File: config.mk
export PLATFORM = sky130hd
export DESIGN_NAME = word_lexer_flat
export DESIGN_NICKNAME = d
export VERILOG_FILES = /design/src/rtl/word_lexer_if.sv /design/src/rtl/word_lexer.sv /design/src/flat_wrapper.sv
export SDC_FILE = /design/constraint.sdc
export NUM_CORES = 1
export LEC_CHECK = 0
export CORE_MARGIN = 2
export CORE_UTILIZATION = 28
export CTS_CLUSTER_SIZE = 30
export DETAILED_ROUTE_END_ITERATION = 16
export PLACE_DENSITY_LB_ADDON = 0.3
export SLEW_MARGIN = 20
export SYNTH_ARGS = -nofsm -noshare
export SYNTH_HDL_FRONTEND = slang
export SYNTH_SLANG_ARGS = --single-unit
export TNS_END_PERCENT = 100
File: constraint.sdc
create_clock -name clk -period 3.2 [get_ports clk]
set_input_delay 0.96 -clock clk [delete_from_list [all_inputs] [get_ports clk]]
set_output_delay 0.96 -clock clk [all_outputs]
set_load 0.05 [all_outputs]
File: src/rtl/word_lexer_if.sv
// Character-in / token-out handshake bundle for word_lexer.
// The master side feeds characters and consumes tokens; the slave side is the lexer.
interface word_lexer_if;
  logic        in_valid;
  logic [7:0]  in_data;
  logic        in_last;
  logic        in_ready;
  logic        tok_valid;
  logic [1:0]  tok_code;
  logic [7:0]  tok_len;
  logic        tok_last;
  logic        tok_ready;
  logic [15:0] word_count;

  modport master (
    output in_valid,
    output in_data,
    output in_last,
    output tok_ready,
    input  in_ready,
    input  tok_valid,
    input  tok_code,
    input  tok_len,
    input  tok_last,
    input  word_count
  );

  modport slave (
    input  in_valid,
    input  in_data,
    input  in_last,
    input  tok_ready,
    output in_ready,
    output tok_valid,
    output tok_code,
    output tok_len,
    output tok_last,
    output word_count
  );
endinterface

File: src/rtl/word_lexer.sv
// Streaming lexer: splits an ASCII stream into words and classifies each as BEGIN, END or OTHER.
// Define WORD_LEXER_PUNCT_SEP_EN to also treat ';' and ',' as separators.
module word_lexer (
  input logic        clk,
  input logic        reset,
  word_lexer_if.slave lex
);

  typedef enum logic [3:0] {
    IDLE = 4'd0,
    B1   = 4'd1,
    B2   = 4'd2,
    B3   = 4'd3,
    B4   = 4'd4,
    B5   = 4'd5,
    E1   = 4'd6,
    E2   = 4'd7,
    E3   = 4'd8,
    OTH  = 4'd9
  } state_t;

  localparam logic [1:0] CODE_BEGIN = 2'b01;
  localparam logic [1:0] CODE_END   = 2'b10;
  localparam logic [1:0] CODE_OTHER = 2'b11;

  state_t      state_r;
  logic [7:0]  len_r;
  logic        tok_valid_r;
  logic [1:0]  tok_code_r;
  logic [7:0]  tok_len_r;
  logic        tok_last_r;
  logic [15:0] word_count_r;

  logic        in_ready_s;
  logic        accept_s;
  logic        sep_s;
  logic [7:0]  lc_s;
  state_t      adv_state_s;
  logic [7:0]  adv_len_s;
  logic        emit_s;
  logic [1:0]  emit_code_s;
  logic [7:0]  emit_len_s;
  logic        emit_last_s;
  state_t      nxt_state_s;
  logic [7:0]  nxt_len_s;

  function automatic logic is_sep(input logic [7:0] ch);
    logic r;
    case (ch)
      8'h20, 8'h09, 8'h0A, 8'h0D: r = 1'b1;
`ifdef WORD_LEXER_PUNCT_SEP_EN
      8'h3B, 8'h2C:               r = 1'b1;
`endif
      default:                    r = 1'b0;
    endcase
    return r;
  endfunction

  function automatic logic [7:0] to_lower(input logic [7:0] ch);
    logic [7:0] r;
    if ((ch >= 8'h41) && (ch <= 8'h5A)) begin
      r = ch | 8'h20;
    end else begin
      r = ch;
    end
    return r;
  endfunction

  // Prefix walk over "begin"/"end"; any miss or overrun falls into OTH.
  function automatic state_t next_word_state(input state_t st, input logic [7:0] ch);
    state_t r;
    case (st)
      IDLE:    r = (ch == 8'h62) ? B1 : ((ch == 8'h65) ? E1 : OTH);
      B1:      r = (ch == 8'h65) ? B2 : OTH;
      B2:      r = (ch == 8'h67) ? B3 : OTH;
      B3:      r = (ch == 8'h69) ? B4 : OTH;
      B4:      r = (ch == 8'h6E) ? B5 : OTH;
      E1:      r = (ch == 8'h6E) ? E2 : OTH;
      E2:      r = (ch == 8'h64) ? E3 : OTH;
      default: r = OTH;
    endcase
    return r;
  endfunction

  function automatic logic [1:0] kind_of(input state_t st);
    logic [1:0] r;
    case (st)
      B5:      r = CODE_BEGIN;
      E3:      r = CODE_END;
      default: r = CODE_OTHER;
    endcase
    return r;
  endfunction

  function automatic logic [7:0] sat_inc(input logic [7:0] v);
    logic [7:0] r;
    if (v == 8'hFF) begin
      r = v;
    end else begin
      r = v + 8'd1;
    end
    return r;
  endfunction

  // Handshake and per-character classification.
  always_comb begin
    in_ready_s  = !tok_valid_r || lex.tok_ready;
    accept_s    = lex.in_valid && in_ready_s;
    sep_s       = is_sep(lex.in_data);
    lc_s        = to_lower(lex.in_data);
    adv_state_s = next_word_state(state_r, lc_s);
    adv_len_s   = sat_inc(len_r);
  end

  // Next-state and token-emission decision for the accepted character.
  always_comb begin
    emit_s      = 1'b0;
    emit_code_s = kind_of(state_r);
    emit_len_s  = len_r;
    emit_last_s = 1'b0;
    nxt_state_s = state_r;
    nxt_len_s   = len_r;
    if (accept_s) begin
      if (sep_s) begin
        nxt_state_s = IDLE;
        nxt_len_s   = 8'd0;
        // A separator closes a pending word; in IDLE the last flag is simply dropped.
        if (state_r != IDLE) begin
          emit_s      = 1'b1;
          emit_code_s = kind_of(state_r);
          emit_len_s  = len_r;
          emit_last_s = lex.in_last;
        end else begin
          emit_s      = 1'b0;
        end
      end else if (lex.in_last) begin
        // The final character belongs to the word, so classify the advanced state.
        nxt_state_s = IDLE;
        nxt_len_s   = 8'd0;
        emit_s      = 1'b1;
        emit_code_s = kind_of(adv_state_s);
        emit_len_s  = adv_len_s;
        emit_last_s = 1'b1;
      end else begin
        nxt_state_s = adv_state_s;
        nxt_len_s   = adv_len_s;
      end
    end else begin
      emit_s      = 1'b0;
    end
  end

  // FSM, length counter, token register and emission counter.
  always_ff @(posedge clk or posedge reset) begin
    if (reset) begin
      state_r      <= IDLE;
      len_r        <= 8'd0;
      tok_valid_r  <= 1'b0;
      tok_code_r   <= 2'b00;
      tok_len_r    <= 8'd0;
      tok_last_r   <= 1'b0;
      word_count_r <= 16'd0;
    end else begin
      state_r <= nxt_state_s;
      len_r   <= nxt_len_s;
      if (emit_s) begin
        tok_valid_r  <= 1'b1;
        tok_code_r   <= emit_code_s;
        tok_len_r    <= emit_len_s;
        tok_last_r   <= emit_last_s;
        word_count_r <= word_count_r + 16'd1;
      end else if (lex.tok_ready) begin
        tok_valid_r  <= 1'b0;
      end else begin
        tok_valid_r  <= tok_valid_r;
      end
    end
  end

  assign lex.in_ready   = in_ready_s;
  assign lex.tok_valid  = tok_valid_r;
  assign lex.tok_code   = tok_code_r;
  assign lex.tok_len    = tok_len_r;
  assign lex.tok_last   = tok_last_r;
  assign lex.word_count = word_count_r;

endmodule

File: src/flat_wrapper.sv
// flat-port wrapper written by rule: the top's interface ports become plain ports
module word_lexer_flat 
  (clk, reset, lex_in_valid, lex_in_data, lex_in_last, lex_tok_ready, lex_in_ready, lex_tok_valid, lex_tok_code, lex_tok_len, lex_tok_last, lex_word_count);
  word_lexer_if lex_i ();
  input logic clk;
  input logic reset;
  input wire logic [$bits(lex_i.in_valid)-1:0] lex_in_valid;
  input wire logic [$bits(lex_i.in_data)-1:0] lex_in_data;
  input wire logic [$bits(lex_i.in_last)-1:0] lex_in_last;
  input wire logic [$bits(lex_i.tok_ready)-1:0] lex_tok_ready;
  output wire logic [$bits(lex_i.in_ready)-1:0] lex_in_ready;
  output wire logic [$bits(lex_i.tok_valid)-1:0] lex_tok_valid;
  output wire logic [$bits(lex_i.tok_code)-1:0] lex_tok_code;
  output wire logic [$bits(lex_i.tok_len)-1:0] lex_tok_len;
  output wire logic [$bits(lex_i.tok_last)-1:0] lex_tok_last;
  output wire logic [$bits(lex_i.word_count)-1:0] lex_word_count;
  assign lex_i.in_valid = lex_in_valid;
  assign lex_i.in_data = lex_in_data;
  assign lex_i.in_last = lex_in_last;
  assign lex_i.tok_ready = lex_tok_ready;
  assign lex_in_ready = lex_i.in_ready;
  assign lex_tok_valid = lex_i.tok_valid;
  assign lex_tok_code = lex_i.tok_code;
  assign lex_tok_len = lex_i.tok_len;
  assign lex_tok_last = lex_i.tok_last;
  assign lex_word_count = lex_i.word_count;
  word_lexer u_core (.clk(clk), .reset(reset), .lex(lex_i));
endmodule
# [After elaboration in Yosys (flattened, before gate mapping)]
# Cells that the tools add are included.
[totals] register_bits=40 latchBits=0 ram_bits=0 rom_bits=0 output_inout_bits=29 word_cells=73 n_memories=0
[op_classes] addsub=2 n_mul=0 n_div=0 n_lt_le_gt_ge=2 eq_ne=21 shift=0 mux=33 bitwise_logic=0 n_reduce_logical=8
[op_table] op="$eq 8x7->1 const B" count=6
[op_table] op="$mux 8" count=6
[op_table] op="$mux 4" count=9
[op_table] op="$pmux 4 s7" count=1
[op_table] op="$eq 8x4->1 const B" count=3
[op_table] op="$eq 4x3->1 const B" count=5
[op_table] op="$add 16x1->16 const B" count=1
[op_table] op="$mux 1" count=11
[op_table] op="$add 8x1->8 const B" count=1
[op_table] op="$eq 4x2->1 const B" count=2
[op_table] op="$eq 4x4->1 const B" count=2
[op_table] op="$eq 8x6->1 const B" count=1
[op_table] op="$eq 8x8->1 const B" count=1
[op_table] op="$ge 8x7->1 const B" count=1
[op_table] op="$le 8x7->1 const B" count=1
[op_table] op="$pmux 2 s2" count=2
[op_table] op="$mux 2" count=3
[op_table] op="$mux 6" count=1
[op_table] op="$eq 4x1->1 const B" count=1
[op_table] op="$logic_not 4->1" count=1
[op_table] op="$reduce_bool 4->1" count=1
[op_table] op="$reduce_or 4->1" count=1
[op_table] op="$logic_and 1x1->1" count=2
[op_table] op="$reduce_bool 2->1" count=1
[op_table] op="other kinds (2)" count=2

# [Logic depth before layout (Yosys ltp)]
# Gate-level depths: netlist of run 1.
[logic_depth] depth_word=12 mapped_depth=10

# [Worst setup path before layout of run 1]
# OpenSTA, ideal clock, no wires.
[synth_timing] path_type="input-to-reg" startpoint="in lex_in_data[4]" endpoint="reg u_core.tok_len_r[4], in the netlist u_core.lex.tok_len[4]" setup_time_ns=0.126 arrival_ns=2.671 t_required_ns=3.074 path_slack_ns=0.403 stages=7 n_path_buf=2 path_cell_list="or3_1 -> nor4_2 -> or3_1 -> buf_4 -> nand3_4 -> buf_2 -> a221o_1"
[synth_via] elab_chain_len=5
[synth_lines] element="start: declaration" line="flat_wrapper.sv:8" source="input wire logic [$bits(lex_i.in_data)-1:0] lex_in_data;"
[synth_lines] element="$eq 8x6->1 or $eq 8x4->1 (tied branches)" line="word_lexer.sv:49" source="case (ch)"
[synth_lines] element="$reduce_or 4->1 *" line="word_lexer.sv:49"
[synth_lines] element="$mux 1 *" line="word_lexer.sv:49"
[synth_lines] element="$mux 8 or $mux 1 (tied branches)" line="word_lexer.sv:124" source="if (sep_s) begin"
[synth_lines] element="$mux 8 or $mux 1 (tied branches)" line="word_lexer.sv:123" source="if (accept_s) begin"
[synth_lines] element="end signal: assignment" line="word_lexer.sv:169" source="tok_len_r <= emit_len_s;"
[synth_lines] element="end: declaration" line="word_lexer.sv:30" source="logic [7:0] tok_len_r;"
# Every way passes the cells marked *; elsewhere a longest branch is shown, timed or not.
# A chain may end at the register's enable or synchronous reset.

# [Final worst setup path of run 1]
[layout_timing] startpoint="in lex_in_data[0]" endpoint="reg u_core.word_count_r[1], in the netlist u_core.lex.word_count[1]"
[layout_via] elab_chain_len=5
[layout_lines] element="$eq 8x6->1 or $eq 8x4->1 (tied branches)" line="word_lexer.sv:49"
[layout_lines] element="$reduce_or 4->1 *" line="word_lexer.sv:49"
[layout_lines] element="$mux 1 *" line="word_lexer.sv:49"
[layout_lines] element="$mux 1 *" line="word_lexer.sv:124"
[layout_lines] element="$mux 1 *" line="word_lexer.sv:123"
[layout_lines] element="end signal: assignment" line="word_lexer.sv:171" source="word_count_r <= word_count_r + 16'd1;"
[layout_lines] element="end: declaration" line="word_lexer.sv:32" source="logic [15:0] word_count_r;"
# Marked as above.

==> summary.txt, run 1 <==
Outcome
  • Run status: complete, no violations

Clock tree
  • Num CTS Buffers: 5
  • Post-CTS Setup Inserts: 0
  • H-tree depth: 2
  • CTS tree: yes
  • Cts hold-fix bufs: 0
  • Resize count post-CTS: 0
  • Clock Sinks: 40
  • Clock root buffer: clkbuf_8
  • Max clock buf depth: 2
  • Clk_lat worst skew: 0.29 ns
  • Clock transition at path regs: 0.07 ns

Route
  • # DRC: 0
  • Via count: 2084
  • Via density: 4.950
  • Overall routed net length: 5.526 mm
  • Avg WL per Cell: 13.13 um
  • First-pass DRT Iterations: 6
  • Antenna viol nets, final: 0
  • Drt first-iter violations: 76

Synth
  • Synth cell types: 52
  • Syn Std Cell Area: 2315 um^2
  • Synth area leaders: dfrtp_1, nand2_1, xor2_1
  • Post-synth EDFFs: 0
  • Synth warnings: 0
  • Cells after Synth: 249
  • Mapped Nets: 264
  • Syn Area/Cell: 9.296 um^2
  • Register bit total from synthesis: 40
  • Top cell type's share of synthesized area: 0.4324
  • Post-synth top flop: dfrtp_1
  • Dominant cell type by area after synthesis: dfrtp_1
  • Async S/R FF share, synth: 1.000
  • Seq/Total Area, Yosys: 0.4324

Placed design
  • Inst Count DP: 414
  • Port bufs: 41
  • GP Congestion: 0.8440
  • HPWL Detailed: 4.167 mm

Die
  • Die height: 94.92 um
  • # rows: 33
  • Die X: 94.92 um
  • # IOs: 42
  • Area of the core: 8134 um^2
  • Die footprint: 9010 um^2
  • Initial Util: 0.2846

STA
  • Hold slack: 0.4716 ns
  • Max Slew Vio Count: 0
  • Fin crit period: 2.905 ns
  • Worst-case clock skew: 0.01207 ns
  • Worst relative slew slack: 0.6503
  • Fmax: 344.2 MHz
  • Final worst path period share: 0.9078
  • Hold Fails Final Rpt: 0
  • Final setup fails: 0
  • Worst Max-Slew Pin Slew: 0.5197 ns
  • RSZ-0062 raised after global routing: no

Power and ir drop
  • Leak pwr: 1.331 nW
  • Sequential power share: 0.406
  • Power share of the clock group: 0.183
  • NetSw: 715.8 uW
  • Power Internal: 1.003 mW
  • PwrDens: 547.4 nW/um^2
  • Maximum vdd drop: 0.2013 mV
  • Logic gate share of total power: 0.411
  • Tot Pwr: 1.719 mW
  • Switching share of power: 0.4165

Worst setup path
  • Startpoint Class: input pin
  • Worst EP arrival: 3.08 ns
  • Setup CP Type: input pin to register
  • Worst EP required: 3.37 ns
  • Crit end category: register
  • Critical path peak fanout: 16

Global route
  • Initial antenna violation count: 0
  • Vias in the first global route: 2027
  • Global-route wire length before repair: 9.666 mm
  • Gr usage total: 0.1334
  • Largest net degree at the start of global routing: 41
  • Grt ovf: 0

Final layout
  • Final non-filler cell total: 421
  • N_diodes: 0
  • Final nets: 331
  • Post-layout util: 0.3859
  • Area grow syn2layout: 35.62%
  • Share of layout cells above drive strength 1: 0.1519
  • Commonest non-fill, non-tap cells in the layout: clkdlybuf4s50_1, dfrtp_1, nand2_1

Run
  • # Max-Cap Violations: 0

Min path
  • Hold Path Class: register to register
==> cell type report <==
| cell class | count | area (um^2) |
|---|---|---|
| flip-flops and latches | 40 | 1001 |
| inverters | 11 | 41.29 |
| clock inverters | 1 | 5.005 |
| clock buffers | 6 | 72.57 |
| multi-input cells | 187 | 1217 |
| repair buffers | 71 | 670.6 |
| well taps | 105 | 131.4 |
| fillers | 815 | 4995 |
==> flip-flops by register name, summed over array words and instances (netlist names) <==
register               flops
u_core.lex.word_count     16
u_core.len_r               8
u_core.lex.tok_len         8
u_core.state_r             4
u_core.lex.tok_code        2
u_core.lex.tok_last        1
u_core.lex.tok_valid       1
==> path summary, 6_finish.rpt <==
path	from	endpoint	slack, ns	cells past startpoint
hold reg to reg	u_core.lex.word_count[15]	u_core.lex.word_count[15]	0.47	1
hold / removal	u_core.lex.word_count[15]	u_core.lex.word_count[15]	0.47	1
max in group asynchronous	reset	u_core.lex.tok_valid	1.74	3
min in group asynchronous	reset	u_core.lex.word_count[6]	1.10	3
setup reg to reg	u_core.state_r[0]	u_core.lex.word_count[1]	1.14	5
setup / recovery	lex_in_data[0]	u_core.lex.word_count[1]	0.30	8
==> kinds of logic after synthesis <==
logic type               synth area share
flip-flops                         0.4324
AND/OR/NAND/NOR                    0.2897
XOR/XNOR                          0.06432
adder cells (fa/ha/maj)           0.01081
AO/OA/AOI/OAI                      0.1389
multiplexers                      0.02216
buffers and inverters             0.04162
==> power by group through the flow <==
stage | Combinational [mW] | Clock [mW] | Sequential (mW)
after global placement | 0.705 | 0 | 0.706
after CTS | 0.713 | 0.326 | 0.699
after detailed placement | 0.712 | 0 | 0.708
after floorplan | 0.214 | 0 | 0.939
after global routing | 0.756 | 0.346 | 0.718
final | 0.706 | 0.314 | 0.698
==> synth_stat cells, drive strengths merged (5+ instances only) <==
| library cell | instances |
|---|---|
| xnor2 | 5 |
| xor2 | 12 |
| nor2 | 15 |
| nand3 | 12 |
| nor4 | 6 |
| a21oi | 8 |
| inv | 11 |
| dfrtp | 40 |
| clkbuf | 7 |
| nor3 | 17 |
| o21ai | 17 |
| nand2 | 31 |
| nand2b | 6 |
==> stage by stage <==
stage / setup WS (ns) / setup TNS [ns] / instance area, um^2
finish: 0.2950 / 0 / 3139
detailed placement: -0.02199 / -0.02199 / 3062
global route: 0.1262 / 0 / 3139
floorplan: 0.4031 / 0 / 2315
global placement: -0.0002924 / -0.0002924 / 3062
CTS: 0.2822 / 0 / 3139
==> layer usage <==
layer,global-route usage,part of all wire
met1,0.1789,0.48
met3,0.02713,0.048
met2,0.2222,0.47
met4,0.02899,0.0087
met5,0,0
==> critical path: stages <==
cell	delay [ns]
clkdlybuf4s50_1	0.42
or4b_4	0.55
a211oi_4	0.22
buf_4	0.15
o21ai_1	0.10
nand3_4	0.20
buf_12	0.16
mux2_1	0.31
Power figures use the tool's default switching activity.
==> run 2, diff against run 1 <==
==> constraint.sdc (replaced) <==
create_clock -name clk -period 3.74 [get_ports clk]
set_input_delay 1.122 -clock clk [delete_from_list [all_inputs] [get_ports clk]]
set_output_delay 1.122 -clock clk [all_outputs]
set_load 0.05 [all_outputs]
==> run 2 against run 1 <==
First-iteration DRC count increased by 46%. Via count fell by 4.1%. Critical path depth stayed put. Global-route usage fell by 0.58 points.
==> summary.txt, run 2 (same netlist as run 1, synthesis figures left out) <==
Final layout
  • Final nets: 315 (-4.8%)
  • Post-layout util: 0.3723 (-0.01369)
  • Commonest non-fill, non-tap cells in the layout: clkdlybuf4s50_1, dfrtp_1, nand2_1
  • Largest register FFs: 16 (unchanged)
  • Area grow syn2layout: 30.81%
  • N_diodes: 0 (unchanged)
  • Share of layout cells above drive strength 1: 0.1130 (-0.03894)
  • FILL cells: 834 (+2.3%)
  • FF+latch area: 1001 um^2 (unchanged)
  • Area of the multi-input gates: 1217 um^2 (unchanged)

Worst setup path
  • Worst EP arrival: 3.46 ns (+0.38 ns)
  • Slowest CP cell: or3_1
  • Crit end category: register
  • Critical path peak fanout: 16 (unchanged)
  • Worst path most repeated cell: or3_1
  • WP buf/inv: 2 (-1)
  • Cell family with most CP delay: simple AND/OR/NAND/NOR gates
  • Critical Path Max Stage Delay: 0.45 ns (-0.10 ns)
  • Cell chain of the critical path: clkdlybuf4s50_1 -> or3_1 -> nor4_2 -> or3_1 -> nand3_4 -> buf_4 -> nor4_4 -> xor2_1
  • Startpoint Class: input pin
  • Setup CP Type: input pin to register
  • Worst EP required: 3.95 ns (+0.58 ns)

Die
  • # rows: 33 (unchanged)
  • Area of the core: 8134 um^2 (unchanged)
  • Initial Util: 0.2846 (unchanged)
  • Die footprint: 9010 um^2 (unchanged)
  • Die height: 94.92 um (unchanged)
  • Die X: 94.92 um (unchanged)
  • # IOs: 42 (unchanged)

Clock tree
  • Resize count post-CTS: 0 (unchanged)
  • Clock transition at path regs: 0.07 ns (about the same)
  • Num CTS Buffers: 5 (unchanged)
  • Clock Sinks: 40 (unchanged)
  • H-tree depth: 2 (unchanged)
  • Cts hold-fix bufs: 0 (unchanged)
  • Clock root buffer: clkbuf_8
  • Post-CTS Setup Inserts: 0 (unchanged)
  • Clk_lat worst skew: 0.29 ns (about the same)
  • Max clock buf depth: 2 (unchanged)
  • CTS tree: yes

Global route
  • Gr usage total: 0.1276 (-0.005772)
  • Initial antenna violation count: 0 (unchanged)
  • Grt ovf: 0 (unchanged)
  • Largest net degree at the start of global routing: 41 (unchanged)
  • Global-route wire length before repair: 9.094 mm (-5.9%)
  • Vias in the first global route: 1906 (-6.0%)

Route
  • Via density: 4.921 (-0.58%)
  • # DRC: 0 (unchanged)
  • Via count: 1998 (-4.1%)
  • Drt first-iter violations: 111 (+46%)
  • Overall routed net length: 5.322 mm (-3.7%)
  • Avg WL per Cell: 13.11 um (-0.13%)
  • Antenna viol nets, final: 0 (unchanged)
  • First-pass DRT Iterations: 4 (-2)

Run
  • # Max-Cap Violations: 0 (unchanged)

STA
  • Worst-case clock skew: 0.01002 ns (-0.002050 ns)
  • Hold slack: 0.4732 ns (+0.001618 ns)
  • RSZ-0062 raised after global routing: no
  • Worst relative slew slack: 0.6578 (+0.007492)
  • Fmax: 308.4 MHz
  • Final setup fails: 0 (unchanged)
  • Setup TNS: 0 ns (unchanged)
  • Hold Fails Final Rpt: 0 (unchanged)
  • Worst Max-Slew Pin Slew: 0.5117 ns (-0.008049 ns)
  • Fin crit period: 3.243 ns
  • Final worst path period share: 0.8671
  • Max Slew Vio Count: 0 (unchanged)
  • Final Worst Setup Slack: 0.4970 ns (+0.2020 ns)

Placed design
  • GP Congestion: 0.8134 (-3.6%)
  • HPWL Detailed: 4.026 mm (-3.4%)
  • Port bufs: 41 (unchanged)
  • Pre-CTS worst setup slack: 0.1774 ns (+0.1994 ns)

Power and ir drop
  • PwrDens: 508.8 nW/um^2 (-7.1%)
  • Maximum vdd drop: 0.1779 mV (-12%)
  • Leak pwr: 1.258 nW (-5.5%)
  • Tot Pwr: 1.541 mW (-10%)

Min path
  • Hold Path Class: register to register

Outcome
  • Run status: complete, no violations
## run 2: routing by layer
metal,track usage,vias to the layer above,wire length [um]
li1,-,999,-
met1,0.1759,939,2609
met2,0.2033,56,2418
met3,0.02793,4,253
met4,0.03261,0,41
met5,0,-,0
## run 2: layout make-up
class	instances	share of cell area
multi-input cells	187	0.4021
flip-flops and latches	40	0.3306
repair buffers	55	0.1736
well taps	105	0.04339
clock buffers	5	0.02273
clock inverters	3	0.01405
inverters	11	0.01364
## run 2: final timing paths
| check | startpoint | end | slack [ns] | cells after the start |
|---|---|---|---|---|
| setup / recovery | lex_in_data[4] | u_core.lex.word_count[15] | 0.50 | 8 |
| hold / removal | u_core.lex.word_count[15] | u_core.lex.word_count[15] | 0.47 | 1 |
| setup reg to reg | u_core.state_r[0] | u_core.lex.tok_len[1] | 1.64 | 7 |
| hold reg to reg | u_core.lex.word_count[15] | u_core.lex.word_count[15] | 0.47 | 1 |
| max in group asynchronous | reset | u_core.lex.word_count[13] | 2.13 | 3 |
| min in group asynchronous | reset | u_core.lex.word_count[9] | 1.26 | 3 |
## run 2: power breakdown
| group | switching, mW | total [mW] | internal (mW) |
|---|---|---|---|
| Sequential | 0.0904 | 0.596 | 0.506 |
| Clock | 0.158 | 0.356 | 0.198 |
| Combinational | 0.376 | 0.589 | 0.212 |
| Total | 0.625 | 1.54 | 0.916 |
## run 2: metrics by stage
stage	cell area (um^2)	instances
floorplan	2315	249
global placement	2917	398
detailed placement	2917	398
CTS	3028	406
global route	3028	406
finish	3028	406
